$ cat src/rtl/io_bridge_pkg.sv
// Shared register map and write-mask encodings for the CPU/RAM IO bridge.
package io_bridge_pkg;

  localparam int NUM_REGS    = 4;
  localparam int REG_IDX_W   = $clog2(NUM_REGS);
  localparam int NUM_BUTTONS = 3;
  localparam int LED_W       = 5;

  typedef enum logic [REG_IDX_W-1:0] {
    REG_LED       = 2'd0,
    REG_BTN_STATE = 2'd1,
    REG_BTN_EDGE  = 2'd2,
    REG_TIMER     = 2'd3
  } reg_idx_e;

  localparam logic [4:0] WMASK_BYTE = 5'b00111;
  localparam logic [4:0] WMASK_HALF = 5'b01111;
  localparam logic [4:0] WMASK_WORD = 5'b11111;
  localparam logic [4:0] WMASK_NONE = 5'b00000;

  function automatic logic wmask_valid(input logic [4:0] mask);
    return (mask == WMASK_BYTE) || (mask == WMASK_HALF) || (mask == WMASK_WORD);
  endfunction

  // Partial writes keep the untouched upper bits of the old value.
  function automatic logic [31:0] merge_write(input logic [31:0] old_val,
                                              input logic [31:0] wdata,
                                              input logic [4:0]  mask);
    case (mask)
      WMASK_BYTE: return {old_val[31:8], wdata[7:0]};
      WMASK_HALF: return {old_val[31:16], wdata[15:0]};
      default:    return wdata;
    endcase
  endfunction

endpackage

$ cat src/rtl/io_bridge_button_debouncer.sv
// Two-flop synchronizer plus stability counter for one raw push button.
module button_debouncer #(
  parameter int DEBOUNCE_CYCLES = 16
) (
  input  logic CLK,
  input  logic RESETN,
  input  logic button,
  output logic stable,
  output logic rise
);

  localparam int              CNT_W    = $clog2(DEBOUNCE_CYCLES);
  localparam logic [CNT_W-1:0] CNT_LAST = CNT_W'(DEBOUNCE_CYCLES - 1);

  logic [1:0]       sync_q;
  logic [CNT_W-1:0] cnt_q;
  logic             stable_q;
  logic             sync;
  logic             differs;

  assign sync    = sync_q[1];
  assign differs = (sync != stable_q);

  // NOTE: state registers use non-blocking assignments so every flop samples
  // pre-edge values, independent of statement order or block order.
  always_ff @(posedge CLK or negedge RESETN) begin
    if (!RESETN) begin
      sync_q   <= '0;
      cnt_q    <= '0;
      stable_q <= 1'b0;
    end else begin
      sync_q <= {sync_q[0], button};
      if (!differs) begin
        cnt_q <= '0;
      end else if (cnt_q == CNT_LAST) begin
        stable_q <= sync;
        cnt_q    <= '0;
      end else begin
        cnt_q <= cnt_q + CNT_W'(1);
      end
    end
  end

  // Combinational pulse aligned with the edge that flips stable to 1.
  assign rise   = differs && (cnt_q == CNT_LAST) && sync;
  assign stable = stable_q;

endmodule

$ cat src/rtl/io_bridge.sv
// Memory-port bridge: routes CPU accesses to external RAM or to a small IO
// register block (LEDs, debounced buttons with edge capture, free-running timer).
module io_bridge
  import io_bridge_pkg::*;
#(
  parameter int IO_SEL_BIT      = 22,
  parameter int DEBOUNCE_CYCLES = 16
) (
  input  logic                   CLK,
  input  logic                   RESETN,
  input  logic [31:0]            ADDR,
  input  logic [31:0]            WDATA,
  input  logic [4:0]             WMASK,
  input  logic [31:0]            RAM_RDATA,
  input  logic [NUM_BUTTONS-1:0] BUTTONS,
  output logic [31:0]            rdata,
  output logic [4:0]             ram_wmask,
  output logic [LED_W-1:0]       leds
);

  logic                   io_sel;
  reg_idx_e               reg_idx;
  logic                   io_we;
  logic [NUM_BUTTONS-1:0] btn_stable;
  logic [NUM_BUTTONS-1:0] btn_rise;
  logic [NUM_BUTTONS-1:0] edge_clr;
  logic [31:0]            io_rdata_d;

  logic [LED_W-1:0]       led_q;
  logic [NUM_BUTTONS-1:0] btn_edge_q;
  logic [31:0]            timer_q;
  logic                   io_sel_q;
  logic [31:0]            io_rdata_q;

  // Only a few address bits are decoded; the rest are don't-care here.
  logic unused_addr;
  assign unused_addr = ^ADDR;

  assign io_sel    = ADDR[IO_SEL_BIT];
  assign reg_idx   = reg_idx_e'(ADDR[3:2]);
  assign io_we     = io_sel && wmask_valid(WMASK);
  assign ram_wmask = io_sel ? WMASK_NONE : WMASK;

  for (genvar i = 0; i < NUM_BUTTONS; i++) begin : g_btn
    button_debouncer #(
      .DEBOUNCE_CYCLES(DEBOUNCE_CYCLES)
    ) u_debouncer (
      .CLK   (CLK),
      .RESETN(RESETN),
      .button(BUTTONS[i]),
      .stable(btn_stable[i]),
      .rise  (btn_rise[i])
    );
  end

  assign edge_clr = (io_we && reg_idx == REG_BTN_EDGE) ? WDATA[NUM_BUTTONS-1:0] : '0;

  // NOTE: every output of a combinational block gets a default first, so no
  // path through the case leaves it unassigned and a latch is never inferred.
  always_comb begin
    io_rdata_d = '0;
    case (reg_idx)
      REG_LED:       io_rdata_d[LED_W-1:0]       = led_q;
      REG_BTN_STATE: io_rdata_d[NUM_BUTTONS-1:0] = btn_stable;
      REG_BTN_EDGE:  io_rdata_d[NUM_BUTTONS-1:0] = btn_edge_q;
      REG_TIMER:     io_rdata_d                  = timer_q;
      default:       io_rdata_d                  = '0;
    endcase
  end

  always_ff @(posedge CLK or negedge RESETN) begin
    if (!RESETN) begin
      led_q      <= '0;
      btn_edge_q <= '0;
      timer_q    <= '0;
      io_sel_q   <= 1'b0;
      io_rdata_q <= '0;
    end else begin
      io_sel_q   <= io_sel;
      io_rdata_q <= io_rdata_d;

      if (io_we && reg_idx == REG_LED) begin
        led_q <= WDATA[LED_W-1:0];
      end

      // Set is OR-ed in after the clear so a coincident rise wins.
      btn_edge_q <= (btn_edge_q & ~edge_clr) | btn_rise;

      if (io_we && reg_idx == REG_TIMER) begin
        timer_q <= merge_write(timer_q, WDATA, WMASK);
      end else begin
        timer_q <= timer_q + 32'd1;
      end
    end
  end

  assign rdata = io_sel_q ? io_rdata_q : RAM_RDATA;
  assign leds  = led_q;

endmodule

$ cat config.mk
export PLATFORM = sky130hd
export DESIGN_NAME = io_bridge
export DESIGN_NICKNAME = d
export VERILOG_FILES = /design/src/rtl/io_bridge_pkg.sv /design/src/rtl/io_bridge_button_debouncer.sv /design/src/rtl/io_bridge.sv
export SDC_FILE = /design/constraint.sdc
export NUM_CORES = 1
export LEC_CHECK = 0
export BUFFER_PORTS_ARGS = -buffer_cell sky130_fd_sc_hd__buf_2
export CORE_MARGIN = 2
export CORE_UTILIZATION = 55
export DETAILED_ROUTE_END_ITERATION = 10
export PLACE_DENSITY = 0.85
export SLEW_MARGIN = 10
export SYNTH_ARGS = -nofsm -noshare
export SYNTH_HDL_FRONTEND = slang
export SYNTH_SLANG_ARGS = --single-unit
$ cat constraint.sdc
create_clock -name CLK -period 2.5 [get_ports CLK]
set_input_delay 0.125 -clock CLK [delete_from_list [all_inputs] [get_ports CLK]]
set_output_delay 0.125 -clock CLK [all_outputs]
set_load 0.005 [all_outputs]
==> summary.md, run 1 <==
| Metric | Value |
|---|---|
| Overall routing resource usage | `about 25%` |
| Fin crit period | `~2100 ps` |
| Metal-1 WL | `4.65 mm` |
| RSZ-0062 raised after global routing | `no` |
| DR WL/cell | `16.9 um` |
| Vias per cell | `5.94` |
| Synth Flop Type | `dfrtp_1` |
| Synthesized net count | `~570` |
| CP max FO | `7` |
| HPWL Detailed | `between 8 and 9 mm` |
| IO Pins | `148` |
| Nets@finish | `693` |
| # fillers | `630` |
| I/O Buffers | `118` |
| Post-Syn Instances | `450` |
| Met2 wire length | `5.88 mm` |
| CP Cell Sequence | `ha_1 -> nand3_1 -> nor2_1 -> nand4_1 -> or3_1 -> o211ai_1` |
| Clock transition at path regs | `100 ps` |
| Register area share after synthesis | `49.9%` |
| Pwr dens | `668 nW/um2` |
| Fraction of layout cells with a size suffix above 1 | `between 30% and 40%` |
| CP Capture Type | `flop` |
| Period utilisation layout | `85.0%` |
| Post-Route WL | `11.6 mm` |
| Final Hold Vio Count | `0` |
| Initial Utilization | `between 50% and 60%` |
| Inst Count DP | `between 600 and 700` |
| DIE AREA | `between 9000 and 10000 um2` |
| Worst Path Required | `2780 ps` |
| Via count | `4084` |
| WP depth | `6` |
| Initial drt markers | `275` |
| Post-synthesis register bit count | `94` |
| Hold crit path type | `in -> reg` |
| CP top delay family | `simple AND/OR/NAND/NOR gates` |
| CTS Root Cell | `clkbuf_8` |
| Drc violations | `0` |
| Largest net degree at the start of global routing | `60` |
| H-tree depth | `3` |
| Core footprint | `approximately 8300 um2` |
| Congestion Overflow GR | `0` |
| Worst-Margin Slew | `about 680 ps` |
| Worst skew pair latency | `between 300 and 400 ps` |
| CTS tree | `done` |
| Synth warn | `0` |
| Slew margin rel. | `54.5%` |
| Synth Cell Area | `4720 um2` |
| Die height | `96.6 um` |
| Arrival @ worst endpoint | `approximately 2400 ps` |
| Sequential cell area | `2350 um2` |
| Number of global-route vias before repair | `4065` |
| Worst Setup Start Kind | `flop` |
| GP Congestion | `0.894` |
| Max-Cap Viols | `0` |
| Distinct cells, synth | `49` |
| P&R area growth vs syn | `22.3%` |
| EDFF count, synth | `0` |
| Reg2Reg Depth | `6` |
| Area of the multi-input gates | `2230 um2` |
| Post-DRT Antenna Nets | `0` |
| Hold path depth | `3` |
| Setup violators final | `0` |
| Setup TNS | `0 ps` |
| Fmax | `471 MHz` |
| 1st-pass router iterations | `5` |
| Tot Pwr | `between 0.003 and 0.004 W` |
| Finished Layout Cells | `688` |
| Bufs and invs on worst path | `0` |
| Syn Area/Cell | `10.5 um2` |
| Critical path class | `reg -> reg` |
| Setup repair bufs after CTS | `0` |
| Final Skew | `~9.6 ps` |
| Static Leak | `2.69 nW` |
| Initial antenna violation count | `0` |
| Top Metal Used | `met4` |
| TritonCTS Buffers | `9` |
| Cell Rows | `33` |
| Die Wd | `96.6 um` |
| Async set-reset flop share out of synthesis | `100%` |
| Clk sink count | `94` |
| VDD IR max | `0.000374 V` |
| Clk buf depth | `2` |
| CP max-delay cell | `nor2_1` |
| Diodes inserted | `0` |
| First-pass GRT wire length | `approximately 19 mm` |
| CP max stage delay | `520 ps` |
| Met3 wire len | `roughly 780 um` |
| Status | `finished, final reports clean` |
| Fin. max-slew vios | `0` |
==> synthesized netlist by cell type (4+ instances only) <==
cell      count  area, um2
dfrtp_1      94       2350
mux2_2       37        417
nand3_1      30        150
and2_1       28        175
nor2_1       26       97.6
o21ai_0      26        130
nand2_1      24       90.1
a21oi_1      19       95.1
nand4_1      16        100
xnor2_1      12        105
clkbuf_1     11       41.3
inv_1        11       41.3
ha_1          9        113
nor2b_1       9       56.3
and3_1        8       50.1
xor2_1        8       70.1
a22oi_1       7       52.6
o22ai_1       7       43.8
buf_2         5       25.0
a21boi_0      4       30.0
nand4b_1      4       35.0
nor3b_1       4       30.0
or3_1         4       25.0
==> metal layers <==
metal,GRT usage [%],up-vias
met2,43.0,197
met5,0,-
met3,3.68,28
li1,-,1875
met1,31.6,1984
met4,9.97,0
==> timing repair <==
action	4_1_cts	5_1_grt
gates resized for setup	0	0
hold buffers	11	0
hold endpoints to repair	45	0
==> through the flow <==
stage          setup WS [ps]  hold slack, ps  utilization (%)  cell area [um2]
6_report                 375            10.4             69.9             5770
3_5_place_dp             461             103             65.9             5450
5_1_grt                  202            18.9             69.9             5770
4_1_cts                  441            6.04             69.9             5770
3_3_place_gp             475            97.7             65.9             5450
2_1_floorplan            811            -171                -             4720
==> placed cells by master, fill, tap and decap left out, drive strengths merged, types with 12 or more instances in the layout <==
cell type    n
o21ai       26
mux2        37
nor2        26
nand2       25
and2        28
buf        128
xnor2       12
dfrtp       94
a21oi       19
nand4       16
nand3       30
inv         13
==> flip-flops by register name, indices dropped and copies added (netlist names) <==
register and count:
timer_q 32, btn_edge_q 3, leds 5, io_sel_q 1, io_rdata_q 32, g_btn.u_debouncer.cnt_q 12, g_btn.u_debouncer.stable 3, g_btn.u_debouncer.sync_q 6
==> final timing paths <==
kind	from	slack (ps)	to
setup / recovery	timer_q[0]$_DFF_PN0_	370	timer_q[22]$_DFFE_PN0P_
hold / removal	WDATA[1]	10	timer_q[1]$_DFF_PN0_
setup reg to reg	timer_q[0]$_DFF_PN0_	370	timer_q[22]$_DFFE_PN0P_
hold reg to reg	g_btn[1].u_debouncer.sync_q[0]$_DFF_PN0_	360	g_btn[1].u_debouncer.sync_q[1]$_DFF_PN0_
max in group asynchronous	RESETN	1550	timer_q[28]$_DFFE_PN0P_
min in group asynchronous	RESETN	260	leds[1]$_DFFE_PN0P_
==> cells by family after synthesis <==
family	Yosys count	share of synthesized area (%)
mux	40	9.47
compound gates	88	12.0
xor+xnor	20	3.71
simple gates	166	19.5
fa+ha+maj	9	2.39
flops	94	49.9
buf+inv	33	3.08
==> cell type report <==
cell class	count	area share, %
timing repair buffer	139	13.9
clock buffer	11	2.62
clock inverter	5	1.11
inverter	11	0.716
multi-input combinational	323	38.6
tap	105	2.28
sequential	94	40.8
==> where the power goes <==
group	switching [W]	internal, W
clock	0.000543	0.000526
combinational	0.000369	0.000384
sequential	0.000265	0.00177
total	0.00118	0.00268
==> tightest hold or removal path, stage by stage <==
cell,delay (ps)
buf_2,110
nand2_1,50
nand2_1,50
(Power assumes the default switching activity.)
==> inputs of run 2 (changes only) <==
CORE_MARGIN = default   (was 2)
==> summary.md, run 2 (synthesis gave the netlist of run 1 again) <==
| Metric | Value |
|---|---|
| HPWL Detailed | `8.12 mm` |
| I/O Buffers | `118` |
| Via count | `approximately 4000` |
| Setup repair bufs after CTS | `0` |
| WP depth | `6` |
| Final Hold Vio Count | `0` |
| TritonCTS Buffers | `9` |
| CTS tree | `done` |
| Top Registers | `io_rdata_q x32, timer_q x32, g_btn.u_debouncer.cnt_q x12` |
| Fmax | `439 MHz` |
| Hold crit path type | `in -> reg` |
| Cell Rows | `33` |
| Reg2Reg Depth | `6` |
| Arrival @ worst endpoint | `2500 ps` |
| Fin crit period | `2280 ps` |
| Fraction of layout cells with a size suffix above 1 | `31.9%` |
| Congestion Overflow GR | `0` |
| Vias per cell | `5.97` |
| CP max FO | `7` |
| Fin. max-slew vios | `0` |
| Die height | `94.6 um` |
| Clock transition at path regs | `about 90 ps` |
| Worst-Margin Slew | `between 700 and 800 ps` |
| Largest net degree at the start of global routing | `95` |
| Worst Setup Start Kind | `flop` |
| Die Wd | `94.6 um` |
| Dpl ws | `about 390 ps` |
| Internal cell power | `0.00265 W` |
| DIE AREA | `8950 um2` |
| GP Congestion | `0.870` |
| CP Cell Sequence | `ha_1 -> nand3_1 -> nor2_1 -> nand3_1 -> o221ai_1 -> o311ai_0` |
| Critical path class | `reg -> reg` |
| CP max stage delay | `between 500 and 600 ps` |
| Final Skew | `9.27 ps` |
| Overall routing resource usage | `roughly 27%` |
| Setup TNS | `0 ps` |
| Worst Path Required | `2720 ps` |
| Clock power frac | `between 20% and 30%` |
| Static Leak | `2.69 nW` |
| Diodes inserted | `0` |
| Post-Route WL | `11.7 mm` |
| Initial Utilization | `57.1%` |
| Post-DRT Antenna Nets | `0` |
| Comb pwr share | `19.8%` |
| Drc violations | `0` |
| Slew margin rel. | `about half` |
| H-tree depth | `3` |
| CP max-delay cell | `nor2_1` |
| Clk sink count | `94` |
| Status | `finished, final reports clean` |
| Initial antenna violation count | `0` |
| Clk buf depth | `2` |
| First-pass GRT wire length | `18.5 mm` |
| IO Pins | `148` |
| P&R area growth vs syn | `22.1%` |
| Seq pwr share | `between 50% and 60%` |
| CTS Root Cell | `clkbuf_8` |
| Worst skew pair latency | `between 300 and 400 ps` |
| VDD IR max | `0.000331 V` |
| 1st-pass router iterations | `5` |
| Bufs and invs on worst path | `0` |
| Nets@finish | `693` |
| Number of global-route vias before repair | `about 4000` |
| DR WL/cell | `17.0 um` |
| Period utilisation layout | `91.1%` |
| Sw Pwr | `around 0.0012 W` |
| Post-cts resize count | `0` |
| Most frequent cells in the layout | `buf_2 (117), dfrtp_1 (94), mux2_2 (37), nand3_1 (30), and2_1 (28)` |
| Initial drt markers | `381` |
| Switching share of total power | `30.9%` |
| Commonest non-fill, non-tap cell in the layout | `buf_2` |
| Core footprint | `8260 um2` |
| Most used cell, CP | `nand3_1` |
| Pwr dens | `666 nW/um2` |
| Setup violators final | `0` |
| Max-Cap Viols | `0` |
| RSZ-0062 raised after global routing | `no` |
| Final setup margin | `223 ps` |
| CP top delay family | `simple AND/OR/NAND/NOR gates` |
| CP Capture Type | `flop` |
| Hold path depth | `3` |
run 2: cell types whose count changed in the layout (fill, tap and decap cells not counted), sizes merged:
cell,previous run,this run
clkbuf,11,10
buf,128,129
dlygate4sd3,11,10
clkinv,1,2
run 2: final cells by class:
cell class                 count  area, um2
clock buffer                  10        138
timing repair buffer         139        801
tap                          105        131
inverter                      11       41.3
multi-input combinational    323       2230
clock inverter                 6       68.8
fill                         619       2500
sequential                    94       2350
run 2: what timing repair did:
item                       in CTS  in global routing
setup endpoints to repair       0                  0
hold endpoints to repair      103                  0
hold buffers                   10                  0
run 2: path summary, 6_finish.rpt:
path                                                                 end  slack [ps]                                      from
worst max-delay path                             timer_q[26]$_DFFE_PN0P_         220                      timer_q[0]$_DFF_PN0_
worst max register to register                   timer_q[26]$_DFFE_PN0P_         220                      timer_q[0]$_DFF_PN0_
worst min register to register  g_btn[2].u_debouncer.sync_q[1]$_DFF_PN0_         360  g_btn[2].u_debouncer.sync_q[0]$_DFF_PN0_
worst min-delay path                             timer_q[23]$_DFFE_PN0P_           9                                 WDATA[23]
max in group asynchronous                             io_sel_q$_DFF_PN0_        1760                                    RESETN
min in group asynchronous                        io_rdata_q[3]$_DFF_PN0_         340                                    RESETN
run 2: metal layers:
layer	track usage (%)	vias up	part of all wire, %
met1	35.8	1983	41
met2	44.8	217	49
met4	12.2	0	2.5
met5	0	-	0
met3	3.06	28	7.2
li1	-	1876	-
run 2: metrics by stage:
step	utilization [%]	instances	total power (W)	hold slack (ps)	instance area (um2)
finish	69.7	688	0.00384	9.24	5760
global route	69.7	688	0.00403	13.9	5760
CTS	69.7	688	0.00384	0.254	5760
detailed placement	66.0	662	0.00278	217	5450
global placement	66.0	662	0.00273	209	5450
floorplan	-	450	0.00245	-171	4720
run 2: worst min-delay path, stage by stage:
cell and delay [ps]:
buf_2 80, a22oi_1 60, nand3_1 80
run 2: power groups by stage:
stage	sequential (W)	combinational, W	clock, W
global route	0.00206	0.000847	0.00112
detailed placement	0.00204	0.000741	0
CTS	0.00202	0.000759	0.00106
global placement	0.00203	0.000704	0
finish	0.00203	0.000760	0.00105
floorplan	0.00197	0.000484	0
